===== config.mk =====
export PLATFORM = sky130hd
export DESIGN_NAME = interval_timer_ctrl_flat
export DESIGN_NICKNAME = d
export VERILOG_FILES = /design/src/rtl/timer_pkg.sv /design/src/rtl/interval_timer_ctrl_if.sv /design/src/rtl/prescaler_mod_m.sv /design/src/rtl/interval_timer_ctrl.sv /design/src/flat_wrapper.sv
export SDC_FILE = /design/constraint.sdc
export NUM_CORES = 1
export LEC_CHECK = 0
export ABC_AREA = 1
export BUFFER_PORTS_ARGS = -buffer_cell sky130_fd_sc_hd__buf_2
export CAP_MARGIN = 20
export CORE_ASPECT_RATIO = 0.8
export CORE_MARGIN = 2
export CORE_UTILIZATION = 44
export CTS_BUF_LIST = sky130_fd_sc_hd__clkbuf_4
export CTS_CLUSTER_DIAMETER = 30
export DETAILED_ROUTE_END_ITERATION = 7
export GPL_TIMING_DRIVEN = 0
export PLACE_DENSITY_LB_ADDON = 0.08
export SLEW_MARGIN = 0
export SYNTH_ARGS = -nofsm -noshare
export SYNTH_HDL_FRONTEND = slang
export SYNTH_SLANG_ARGS = --single-unit

===== constraint.sdc =====
create_clock -name clk -period 2.8 [get_ports clk]
set_clock_uncertainty 0.1 [all_clocks]
set_input_delay 0.42 -clock clk [delete_from_list [all_inputs] [get_ports clk]]
set_output_delay 0.42 -clock clk [all_outputs]
set_load 0.03 [all_outputs]

===== src/rtl/timer_pkg.sv =====
// Shared definitions for the interval timer: FSM state encoding and the
// clogb2 width helper used to size the prescaler counter.
package timer_pkg;

    typedef enum logic [1:0] {
        ST_IDLE  = 2'd0,
        ST_RUN   = 2'd1,
        ST_PAUSE = 2'd2,
        ST_DONE  = 2'd3
    } timer_state_e;

    // Bits needed to hold 'value'; never less than 1.
    function automatic int clogb2(input int value);
        int w;
        w = 1;
        for (int i = 1; i < 31; i++) begin
            if ((value >> i) != 0) w = i + 1;
        end
        return w;
    endfunction

endpackage


===== src/rtl/interval_timer_ctrl_if.sv =====
// Control/status bundle of the interval timer. master drives commands,
// slave (the timer) drives status.
interface interval_timer_ctrl_if #(
    parameter int CNT_W = 8
);
    logic             start;
    logic             hold;
    logic [CNT_W-1:0] load_val;
    logic [CNT_W-1:0] remaining;
    logic             tick;
    logic             done;
    logic             busy;
    logic [1:0]       state;

    modport master (
        output start, hold, load_val,
        input  remaining, tick, done, busy, state
    );

    modport slave (
        input  start, hold, load_val,
        output remaining, tick, done, busy, state
    );
endinterface


===== src/rtl/prescaler_mod_m.sv =====
// Modulo-M counter; rollover is high while the count sits at M-1.
module prescaler_mod_m
    import timer_pkg::*;
#(
    parameter int M = 20
) (
    input  logic clk,
    input  logic aclr,
    input  logic clr,
    input  logic en,
    output logic rollover
);
    localparam int             W    = clogb2(M - 1);
    localparam logic [W-1:0]   LAST = W'(M - 1);

    logic [W-1:0] cnt;

    always_ff @(posedge clk) begin
        if (aclr || clr) begin
            cnt <= '0;
        end else if (en) begin
            cnt <= (cnt == LAST) ? '0 : cnt + W'(1);
        end
    end

    assign rollover = (cnt == LAST);
endmodule


===== src/rtl/interval_timer_ctrl.sv =====
// Interval timer: counts load_val prescaled ticks, with pause and restart.
// Define TIMER_AUTORELOAD_EN to reload from the start value and keep running.
module interval_timer_ctrl
    import timer_pkg::*;
#(
    parameter int PRESCALE = 20,
    parameter int CNT_W    = 8
) (
    input  logic                 clk,
    input  logic                 aclr,
    interval_timer_ctrl_if.slave bus
);
    timer_state_e     state_q, state_d;
    logic [CNT_W-1:0] rem_q, rem_d;
    logic             done_q, done_d;
    logic             rollover, tick, pre_clr, pre_en;

`ifdef TIMER_AUTORELOAD_EN
    logic [CNT_W-1:0] reload_q;

    always_ff @(posedge clk) begin
        if (aclr)           reload_q <= '0;
        else if (bus.start) reload_q <= bus.load_val;
    end
`endif

    // Prescaler only moves in RUN when neither start nor hold overrides it.
    assign pre_en  = (state_q == ST_RUN) && !bus.start && !bus.hold;
    assign pre_clr = bus.start || (state_q == ST_IDLE) || (state_q == ST_DONE);
    assign tick    = rollover && pre_en && !aclr;

    prescaler_mod_m #(.M(PRESCALE)) u_prescaler (
        .clk      (clk),
        .aclr     (aclr),
        .clr      (pre_clr),
        .en       (pre_en),
        .rollover (rollover)
    );

    always_comb begin
        state_d = state_q;
        rem_d   = rem_q;
        done_d  = 1'b0;
        if (bus.start) begin
            rem_d = bus.load_val;
            if (bus.load_val == '0) begin
                state_d = ST_DONE;
                done_d  = 1'b1;
            end else begin
                state_d = ST_RUN;
            end
        end else begin
            case (state_q)
                ST_RUN: begin
                    if (bus.hold) begin
                        state_d = ST_PAUSE;
                    end else if (tick) begin
                        if (rem_q <= CNT_W'(1)) begin
                            done_d = 1'b1;
`ifdef TIMER_AUTORELOAD_EN
                            rem_d  = reload_q;
`else
                            rem_d   = '0;
                            state_d = ST_DONE;
`endif
                        end else begin
                            rem_d = rem_q - CNT_W'(1);
                        end
                    end
                end
                ST_PAUSE: begin
                    if (!bus.hold) state_d = ST_RUN;
                end
                ST_DONE: rem_d = '0;
                default: ;
            endcase
        end
    end

    always_ff @(posedge clk) begin
        if (aclr) begin
            state_q <= ST_IDLE;
            rem_q   <= '0;
            done_q  <= 1'b0;
        end else begin
            state_q <= state_d;
            rem_q   <= rem_d;
            done_q  <= done_d;
        end
    end

    assign bus.remaining = rem_q;
    assign bus.tick      = tick;
    assign bus.done      = done_q;
    assign bus.busy      = (state_q == ST_RUN) || (state_q == ST_PAUSE);
    assign bus.state     = state_q;
endmodule

===== src/flat_wrapper.sv =====
// flat-port wrapper written by rule: the top's interface ports become plain ports
module interval_timer_ctrl_flat import timer_pkg::*;
#(
    parameter int PRESCALE = 20,
    parameter int CNT_W    = 8
)
  (clk, aclr, bus_start, bus_hold, bus_load_val, bus_remaining, bus_tick, bus_done, bus_busy, bus_state);
  interval_timer_ctrl_if #(.CNT_W(CNT_W)) bus_i ();
  input  logic clk;
  input  logic aclr;
  input wire logic [$bits(bus_i.start)-1:0] bus_start;
  input wire logic [$bits(bus_i.hold)-1:0] bus_hold;
  input wire logic [$bits(bus_i.load_val)-1:0] bus_load_val;
  output wire logic [$bits(bus_i.remaining)-1:0] bus_remaining;
  output wire logic [$bits(bus_i.tick)-1:0] bus_tick;
  output wire logic [$bits(bus_i.done)-1:0] bus_done;
  output wire logic [$bits(bus_i.busy)-1:0] bus_busy;
  output wire logic [$bits(bus_i.state)-1:0] bus_state;
  assign bus_i.start = bus_start;
  assign bus_i.hold = bus_hold;
  assign bus_i.load_val = bus_load_val;
  assign bus_remaining = bus_i.remaining;
  assign bus_tick = bus_i.tick;
  assign bus_done = bus_i.done;
  assign bus_busy = bus_i.busy;
  assign bus_state = bus_i.state;
  interval_timer_ctrl #(.PRESCALE(PRESCALE), .CNT_W(CNT_W)) u_core (.clk(clk), .aclr(aclr), .bus(bus_i));
endmodule

# [Word-level counts from Yosys, hierarchy flattened]
# Index checks and enable logic that the tools add are counted.
[totals] ff_bits=16 latchBits=0 mem_bits_rw=0 mem_bits_ro=0 inputBits=12 output_inout_bits=13 n_memories=0
[classes] n_addsub=2 mul=0 div=0 order_cmp=1 eq_ne=9 n_shift=0 muxes=19 bitwise_logic=0 reduce_logical=17
[op_table] cell="$mux W8" count=4
[op_table] cell="$pmux W8 S2" count=1
[op_table] cell="$mux W2" count=6
[op_table] cell="$ne A3 B3 Y1 const B" count=3
[op_table] cell="$le A8 B1 Y1 const B" count=1
[op_table] cell="$logic_not A8 Y1" count=1
[op_table] cell="$ne A4 B4 Y1 const B" count=2
[op_table] cell="$sub A8 B1 Y8 const B" count=1
[op_table] cell="$mux W1" count=6
[op_table] cell="$reduce_bool A3 Y1" count=2
[op_table] cell="$add A5 B1 Y5 const B" count=1
[op_table] cell="$eq A5 B5 Y1 const B" count=1
[op_table] cell="$mux W5" count=1
[op_table] cell="$eq A2 B2 Y1 const B" count=2
[op_table] cell="$logic_and A1 B1 Y1" count=4
[op_table] cell="$logic_or A1 B1 Y1" count=4
[op_table] cell="$pmux W2 S2" count=1
[op_table] cell="$reduce_and A4 Y1" count=1
[op_table] cell="$logic_not A1 Y1" count=3
[op_table] cell="$reduce_and A3 Y1" count=1
[op_table] cell="$eq A2 B1 Y1 const B" count=1
[op_table] cell="$logic_not A2 Y1" count=1

# [Depth between registers and ports, before layout]
# Gate-level depths: netlist of the first run.
[depth] ltp_word=9 mapped_depth=12

# [By module]
# Synthesis of the first run repeated with hierarchy kept, for this count alone.
[unflattened] hier_cells=192 hier_area_um2=1144.8
[modules_own_cells] mod="interval_timer_ctrl" n_inst=1 cells_per_inst=156 area_each_um2=902.1 seq_area_each_um2=220.2
[modules_own_cells] mod="prescaler_mod_m" n_inst=1 cells_per_inst=36 area_each_um2=242.7 seq_area_each_um2=100.1

# [Worst setup path after synthesis of the first run]
# Ideal clock, no wire load.
[synth_timing] kind="register to output" start="reg u_core.state_q[0], in the netlist u_core.bus.state[0]" end="out bus_tick" t_arrival_ps=1349 required_ps=2280 path_slack_ps=931 stages_incl_launch_ff=6 n_path_buf=0 cell_sequence="dfxtp_1 ha_1 nand3_4 nor2_4 nand2_2 inv_1"
[synth_between] elab_chain_cells=5
[synth_lines] element="from (decl)" line_no="interval_timer_ctrl.sv:13" text="timer_state_e state_q, state_d;"
[synth_lines] element="from (signal assigned)" line_no="interval_timer_ctrl.sv:86" text="state_q <= state_d;"
[synth_lines] element="$eq A2 B1 Y1" line_no="interval_timer_ctrl.sv:28" text="assign pre_en = (state_q == ST_RUN) && !bus.start && !bus.hold;"
[synth_lines] element="$logic_and A1 B1 Y1 (2 in a row)" line_no="interval_timer_ctrl.sv:28"
[synth_lines] element="$logic_and A1 B1 Y1 (2 in a row)" line_no="interval_timer_ctrl.sv:30" text="assign tick = rollover && pre_en && !aclr;"
[synth_lines] element="to (decl)" line_no="flat_wrapper.sv:15" text="output wire logic [$bits(bus_i.tick)-1:0] bus_tick;"
# No other way between the ends.

# [Worst setup path after layout of the first run]
[layout_timing] start="reg u_core.state_q[1], in the netlist u_core.bus.state[1]" end="out bus_tick"
# Same word-level chain as after synthesis.

==> qor.txt, run 1 <==
====================================================================================
Outcome                                                                    completed
Commonest register cell after synthesis                                      dfxtp_1
Mean instance size in the synthesized netlist                               6.22 um2
Final cycle utilization of the critical path                                   74.5%
Synth warnings                                                                     0
Mux contribution to synthesized area                                              0%
Final hold vios                                                                    0
Cell depth of the worst hold path                                                  2
Die span in y                                                                48.5 um
DRT antenna net count                                                              0
Fraction of synthesized cell area taken by the top area cell type              29.4%
Setup repair after global routing missed its margin                            false
Clk Latency, worst-skew pair                                                  290 ps
Routed vias                                                                     1061
Fin crit period                                                              2080 ps
Register-to-Register Setup Slack                                             1020 ps
Simple-gate portion of the synthesized area                                    41.4%
CP endpoint kind                                                          output pin
Clock transition at the registers of the reported paths                       100 ps
Layout cell share with drive strength beyond 1                                 20.7%
Number of synthesized flops with an enable pin                                     0
Capture endpoint of the worst hold path                                 u_core.bus.state[0]$_SDFFE_PP0P_
Highest clock frequency the design can meet                                  480 MHz
TritonCTS clock tree                                                            done
Die extent in x                                                              59.6 um
Main combinational cell family by area after synthesis                  simple AND/OR/NAND/NOR gates
Syn Inst Count                                                                   175
Startpoint kind of the worst setup timing path                              register
Average routed wire per standard cell                                        10.3 um
Actual slew at the worst max-slew pin                                         420 ps
Area of the die                                                             2890 um2
Drt pass-1 iters                                                                   4
Grt total ovfl                                                                     0
Clock Sink Count                                                                  16
Adder-cell share of the synthesized area                                       8.05%
Biggest area consumer among synthesized cells                                dfxtp_1
Worst slack at placement                                                     1040 ps
Number of buffers inserted for hold repair after clock tree synthesis              0
Register-to-Register Path Depth                                                    9
Arrival time of the worst setup path                                         1560 ps
Start of the worst register-to-register path                            u_core.bus.remaining[0]$_SDFFE_PP0P_
Number of buffers on the longest clock path                                        2
Core area                                                                   2400 um2
Setup tns final                                                                 0 ps
Post-CTS resize count                                                              0
Cell at the root of the clock tree                                          clkbuf_4
Cell area after synthesis                                                   1090 um2
Number of buffers inserted by port buffering                                      24
Max-slew violation count                                                           0
Worst-path fanout max                                                              6
Kind of critical path                                                   register to output pin
Total Routed Length                                                          2370 um
Last weighted congestion value of the routability-driven placer                0.819
Number of top-level pins                                                          25
Complex-gate fraction of the synthesized area                                  7.36%
Number of max-cap violations                                                       0
Antenna diode count                                                                0
Iteration-0 DRC count of the detailed router                                      28
Post-CTS repair timing setup buffer count                                          0
Top cells by area in the synthesized netlist                            dfxtp_1 29%, nand2_1 17%, nor2_1 11%
NumNets Final                                                                    223
Worst reg2reg endpoint                                                  u_core.bus.remaining[3]$_SDFFE_PP0P_
Power per Cell Area                                                       560 nW/um2
Vias in the first global route                                                   949
Startpoint of the tightest hold check path                                      aclr
Final setup viols                                                                  0
Count of distinct cell types in the synthesized netlist                           23
Row count                                                                         16
Layout overhead on the synthesized area                                        16.6%
Post-Synth XOR/XNOR Area                                                       3.22%
Sum of net half-perimeters after detailed placement                          1870 um
Initial core utilization                                                       45.3%
H-tree levels                                                                      1
Peak VDD IR                                                               0.000271 V
First-pass GRT wire length                                                   4110 um
Pin count of the biggest net entering global routing                              11
Worst endpoint required time                                                 2280 ps
Number of clock buffers inserted by TritonCTS                                      3
Share of synthesized flip-flops with an asynchronous set or reset                 0%
Minimum setup slack in the final design                                       715 ps
Sequential element share of the synthesized area                               29.4%
Area of placed instances                                                    1240 um2
Final design instance area without fill                                     1270 um2
Post-Synthesis Net Count                                                         194
DRC violation count after routing                                                  0
Aggregate global-route resource usage                                          18.3%
Leading cell type in the layout, fill and taps excluded                      nand2_1
Leak pwr                                                                 0.000673 uW
Via-to-Cell Ratio                                                               4.61
Initial antenna violation count                                                    0
Slew HR                                                                        71.8%
Path type of the worst min-delay path                                   primary input to register
Commonest cells after routing, fill and taps aside                      50 x nand2_1, 32 x nor2_1, 26 x buf_2, 19 x inv_1, 16 x dfxtp_1
Flip-flop and latch count after synthesis                                         16
====================================================================================
-- area by class of cell --
cell class              count  area (um2)
fillers                   268        1130
multi-input cells         131         653
flip-flops and latches     16         320
repair buffers             24         120
inverters                  25        93.8
well taps                  27        33.8
clock buffers               3        22.5
plain buffers               3        21.3
clock inverters             1        3.75
-- cells by family after synthesis --
family                   after synthesis
AND/OR/NAND/NOR                      104
buffers and inverters                 28
AO/OA/AOI/OAI                         16
flip-flops                            16
adder cells (fa/ha/maj)                7
XOR/XNOR                               4
-- synth_stat cells, types with 3 or more instances --
master and number:
a21oi_1 5, nand2_1 50, dfxtp_1 16, o21ai_1 4, nand3_1 7, inv_2 6
inv_1 19, nor3_1 5, ha_1 7, nor2_1 32, xor2_1 3, o21ai_0 7
-- report_power, final --
group | switching (uW) | internal [uW] | leakage [uW]
combinational | 207 | 103 | 0.000527
clock | 76.0 | 51.8 | 0.0000154
sequential | 21.6 | 251 | 0.000131
-- worst max-delay path by stage --
stage                                         startpoint                                   end  slack, ps  depth (start not counted)
detailed placement  u_core.bus.remaining[0]$_SDFFE_PP0P_  u_core.bus.remaining[6]$_SDFFE_PP0P_       1040                         11
global placement        u_core.bus.state[1]$_SDFFE_PP0P_                              bus_tick       1050                          7
global route            u_core.bus.state[1]$_SDFFE_PP0P_                              bus_tick        610                          7
finish                  u_core.bus.state[1]$_SDFFE_PP0P_                              bus_tick        720                          7
floorplan               u_core.bus.state[0]$_SDFFE_PP0P_                              bus_tick        930                          5
CTS                     u_core.bus.state[1]$_SDFFE_PP0P_                              bus_tick        690                          7
-- per-layer routing --
metal | share of wire (%) | global-route usage [%]
met1 | 56 | 29.5
met2 | 39 | 24.7
met3 | 3.8 | 4.81
met4 | 0.55 | 2.22
met5 | 0 | 0
-- critical path: stages (launching register included) --
cell and delay (ps):
dfxtp_1 350, inv_1 100, ha_1 260, nand3_4 140
nor2_4 130, nand2_2 70, inv_1 50, buf_2 180
-- state kept, by name (all words and copies together) (netlist names) --
| register | count |
|---|---|
| u_core.u_prescaler.cnt | 5 |
| u_core.bus.remaining | 8 |
| u_core.bus.done | 1 |
| u_core.bus.state | 2 |
-- through the flow --
stage	instances	total power (uW)	hold slack (ps)	util [%]
finish	230	710	238	52.8
global route	230	778	233	52.8
CTS	230	721	221	52.8
detailed placement	226	587	363	51.7
global placement	226	584	359	51.7
floorplan	175	514	340	-
No activity file was read; power rests on OpenSTA's default activity.
==> inputs of run 2 (changes only) <==
clock period = 1.76 ns   (was 2.8 ns; I/O delays follow)
==> run 2 against run 1 <==
  * First-iteration DRC count shrank 29%
  * Non-clock buffer count increased by 7
  * Routed wire length is 9.4% higher
  * Final area up 9.1%
  * Sequential share of layout area fell by 1.6 points
  * Register-to-register slack lost 860 ps
  * Clock power increased by 63%
  * Global-route usage rose by 1.3 points
  * Die area stayed put
  * Combinational power up 73%
  * Sequential power up 59%
  * Critical endpoint unchanged
==> qor.txt, run 2 (synthesized netlist as in run 1, its figures left out) <==
====================================================================================
Cell at the root of the clock tree                                          clkbuf_4   unchanged
Drt pass-1 iters                                                                   4   unchanged
Clock transition at the registers of the reported paths                       100 ps   about the same
Worst endpoint required time                                                 1400 ps   was 2280 ps
Arrival time of the worst setup path                                         1350 ps   was 1560 ps
Iteration-0 DRC count of the detailed router                                      20   was 28
Final-layout fill cell count                                                     246   was 268
DRT antenna net count                                                              0   unchanged
Power per Cell Area                                                       854 nW/um2   was 560 nW/um2
Vias in the first global route                                                  1007   was 949
Path type of the worst min-delay path                                   primary input to register   unchanged
Start of the worst register-to-register path                            u_core.bus.state[1]$_SDFFE_PP0P_   was u_core.bus.remaining[0]$_SDFFE_PP0P_
GR Util met1                                                                   30.3%   was 29.5%
Last weighted congestion value of the routability-driven placer                0.820   was 0.819
Sum of net half-perimeters after detailed placement                          1910 um   was 1870 um
Crit-path leading delay family                                            flip-flops   unchanged
Met3 global-route usage                                                        4.81%   unchanged
Minimum setup slack in the final design                                      44.2 ps   was 715 ps
Placed Instances                                                                 226   unchanged
Crit-path most repeated cell                                                 nand2_2   was inv_1
Worst-path fanout max                                                              2   was 6
Slew HR                                                                        77.6%   was 71.8%
Final setup viols                                                                  0   unchanged
Setup tns final                                                                 0 ps   unchanged
Cell with the largest stage delay on the worst path                          dfxtp_2   was dfxtp_1
Peak VDD IR                                                               0.000396 V   was 0.000271 V
Clock Sink Count                                                                  16   unchanged
Aggregate global-route resource usage                                          19.5%   was 18.3%
Combined area of the multi-input logic cells                                 702 um2   was 653 um2
H-tree levels                                                                      1   unchanged
GR peak layer                                                                   met1   unchanged
Sequential cell area                                                         328 um2   was 320 um2
Area of the die                                                             2890 um2   unchanged
Number of buffers inserted by port buffering                                      24   unchanged
Initial antenna violation count                                                    0   unchanged
Highest clock frequency the design can meet                                  583 MHz
Leading cell type in the layout, fill and taps excluded                      nand2_1   unchanged
Initial core utilization                                                       45.3%   unchanged
Routed vias                                                                     1129   was 1061
DRC violation count after routing                                                  0   unchanged
Setup repair after global routing missed its margin                             true   was false
Die extent in x                                                              59.6 um   unchanged
CP endpoint kind                                                          output pin   unchanged
Via-to-Cell Ratio                                                               4.76   was 4.61
Outcome                                                                    completed   unchanged
Layout cell share with drive strength beyond 1                                 30.5%   was 20.7%
Count of non-filler cells in the finished layout                                 237   was 230
Average routed wire per standard cell                                        10.9 um   was 10.3 um
Register-to-Register Setup Slack                                              160 ps   was 1020 ps
Number of flip-flops under the largest register name                               8   unchanged
Fin crit period                                                              1720 ps
Startpoint kind of the worst setup timing path                              register   unchanged
Commonest cells after routing, fill and taps aside                      48 x nand2_1, 31 x nor2_1, 25 x buf_2, 15 x inv_1, 12 x dfxtp_1   was 50 x nand2_1, 32 x nor2_1, 26 x buf_2, 19 x inv_1, 16 x dfxtp_1
Total Routed Length                                                          2590 um   was 2370 um
TritonCTS clock tree                                                            done   unchanged
Worst slack at placement                                                     16.3 ps   was 1040 ps
Grt total ovfl                                                                     0   unchanged
Crit path cell chain                                                    ha_4 -> nand2_2 -> inv_2 -> nand2_2 -> nor2_4 -> nand2_2 -> inv_2 -> buf_6   was inv_1 -> ha_1 -> nand3_4 -> nor2_4 -> nand2_2 -> inv_1 -> buf_2
Number of buffers on the longest clock path                                        2   unchanged
Actual slew at the worst max-slew pin                                         334 ps   was 420 ps
Clk Latency, worst-skew pair                                                  290 ps   about the same
Final hold vios                                                                    0   unchanged
Combined buffer and inverter count along the critical path                         3   unchanged
First-pass GRT wire length                                                   4370 um   was 4110 um
Beginning of the critical path                                          u_core.u_prescaler.cnt[1]$_SDFFE_PP0N_   was u_core.bus.state[1]$_SDFFE_PP0P_
Antenna diode count                                                                0   unchanged
Number of max-cap violations                                                       0   unchanged
Number of clock buffers inserted by TritonCTS                                      3   unchanged
Leak pwr                                                                 0.000708 uW   was 0.000673 uW
Kind of critical path                                                   register to output pin   unchanged
Row count                                                                         16   unchanged
Die span in y                                                                48.5 um   unchanged
Final cycle utilization of the critical path                                   97.5%
NumNets Final                                                                    230   was 223
M2 GR Usage                                                                    27.7%   was 24.7%
Max-slew violation count                                                           0   unchanged
Layout overhead on the synthesized area                                        27.1%   was 16.6%
Core area                                                                   2400 um2   unchanged
Delay of the slowest critical-path stage                                      370 ps   was 350 ps
Number of buffers inserted for hold repair after clock tree synthesis              0   unchanged
Startpoint of the tightest hold check path                                      aclr   unchanged
Number of top-level pins                                                          25   unchanged
Post-layout total power                                                      1180 uW   was 710 uW
Pin count of the biggest net entering global routing                              11   unchanged
====================================================================================
==> run 2: cell type report <==
class / instances / area share (%)
repair buffers: 31 / 12.9
flip-flops and latches: 16 / 23.7
well taps: 27 / 2.44
clock inverters: 1 / 0.271
multi-input cells: 131 / 50.7
clock buffers: 3 / 1.63
plain buffers: 3 / 1.54
inverters: 25 / 6.78
==> run 2: per-layer routing <==
layer | routed length (um) | vias to the layer above
met5 | 0 | -
met4 | 15 | 0
met3 | 91 | 2
met2 | 1110 | 17
met1 | 1380 | 500
li1 | - | 610
==> run 2: stage by stage <==
step                      hold slack [ps]  utilization (%)  instance area, um2
after global routing                 70.0             57.6                1380
after floorplan                       226                -                1090
after detailed placement              369             51.8                1240
after CTS                            54.9             55.1                1320
after global placement                359             51.8                1240
final                                63.2             57.6                1380
==> run 2: worst paths after layout <==
check	cells past startpoint	endpoint
max	8	bus_tick
min	2	u_core.bus.state[0]$_SDFFE_PP0P_
max reg2reg	9	u_core.bus.remaining[4]$_SDFFE_PP0P_
min reg2reg	2	u_core.bus.state[0]$_SDFFE_PP0P_
==> run 2: repair_timing <==
item                       in CTS  in global routing
setup buffers                   3                  4
gates resized for setup        10                  9
setup endpoints to repair       2                 12
pin swaps                       0                  2
==> run 2: report_power, final <==
| group | switching [uW] | internal [uW] |
|---|---|---|
| registers | 34.2 | 401 |
| clock network | 127 | 82.5 |
| logic | 350 | 187 |
==> run 2: worst register-to-register path, cell delays in order, from the launching register on <==
cell,delay [ps]
dfxtp_2,340
buf_4,140
ha_1,180
nor2_2,180
nand2_1,100
nand2_2,160
buf_6,170
nand2_1,60
nand2_1,50
nor2_1,40
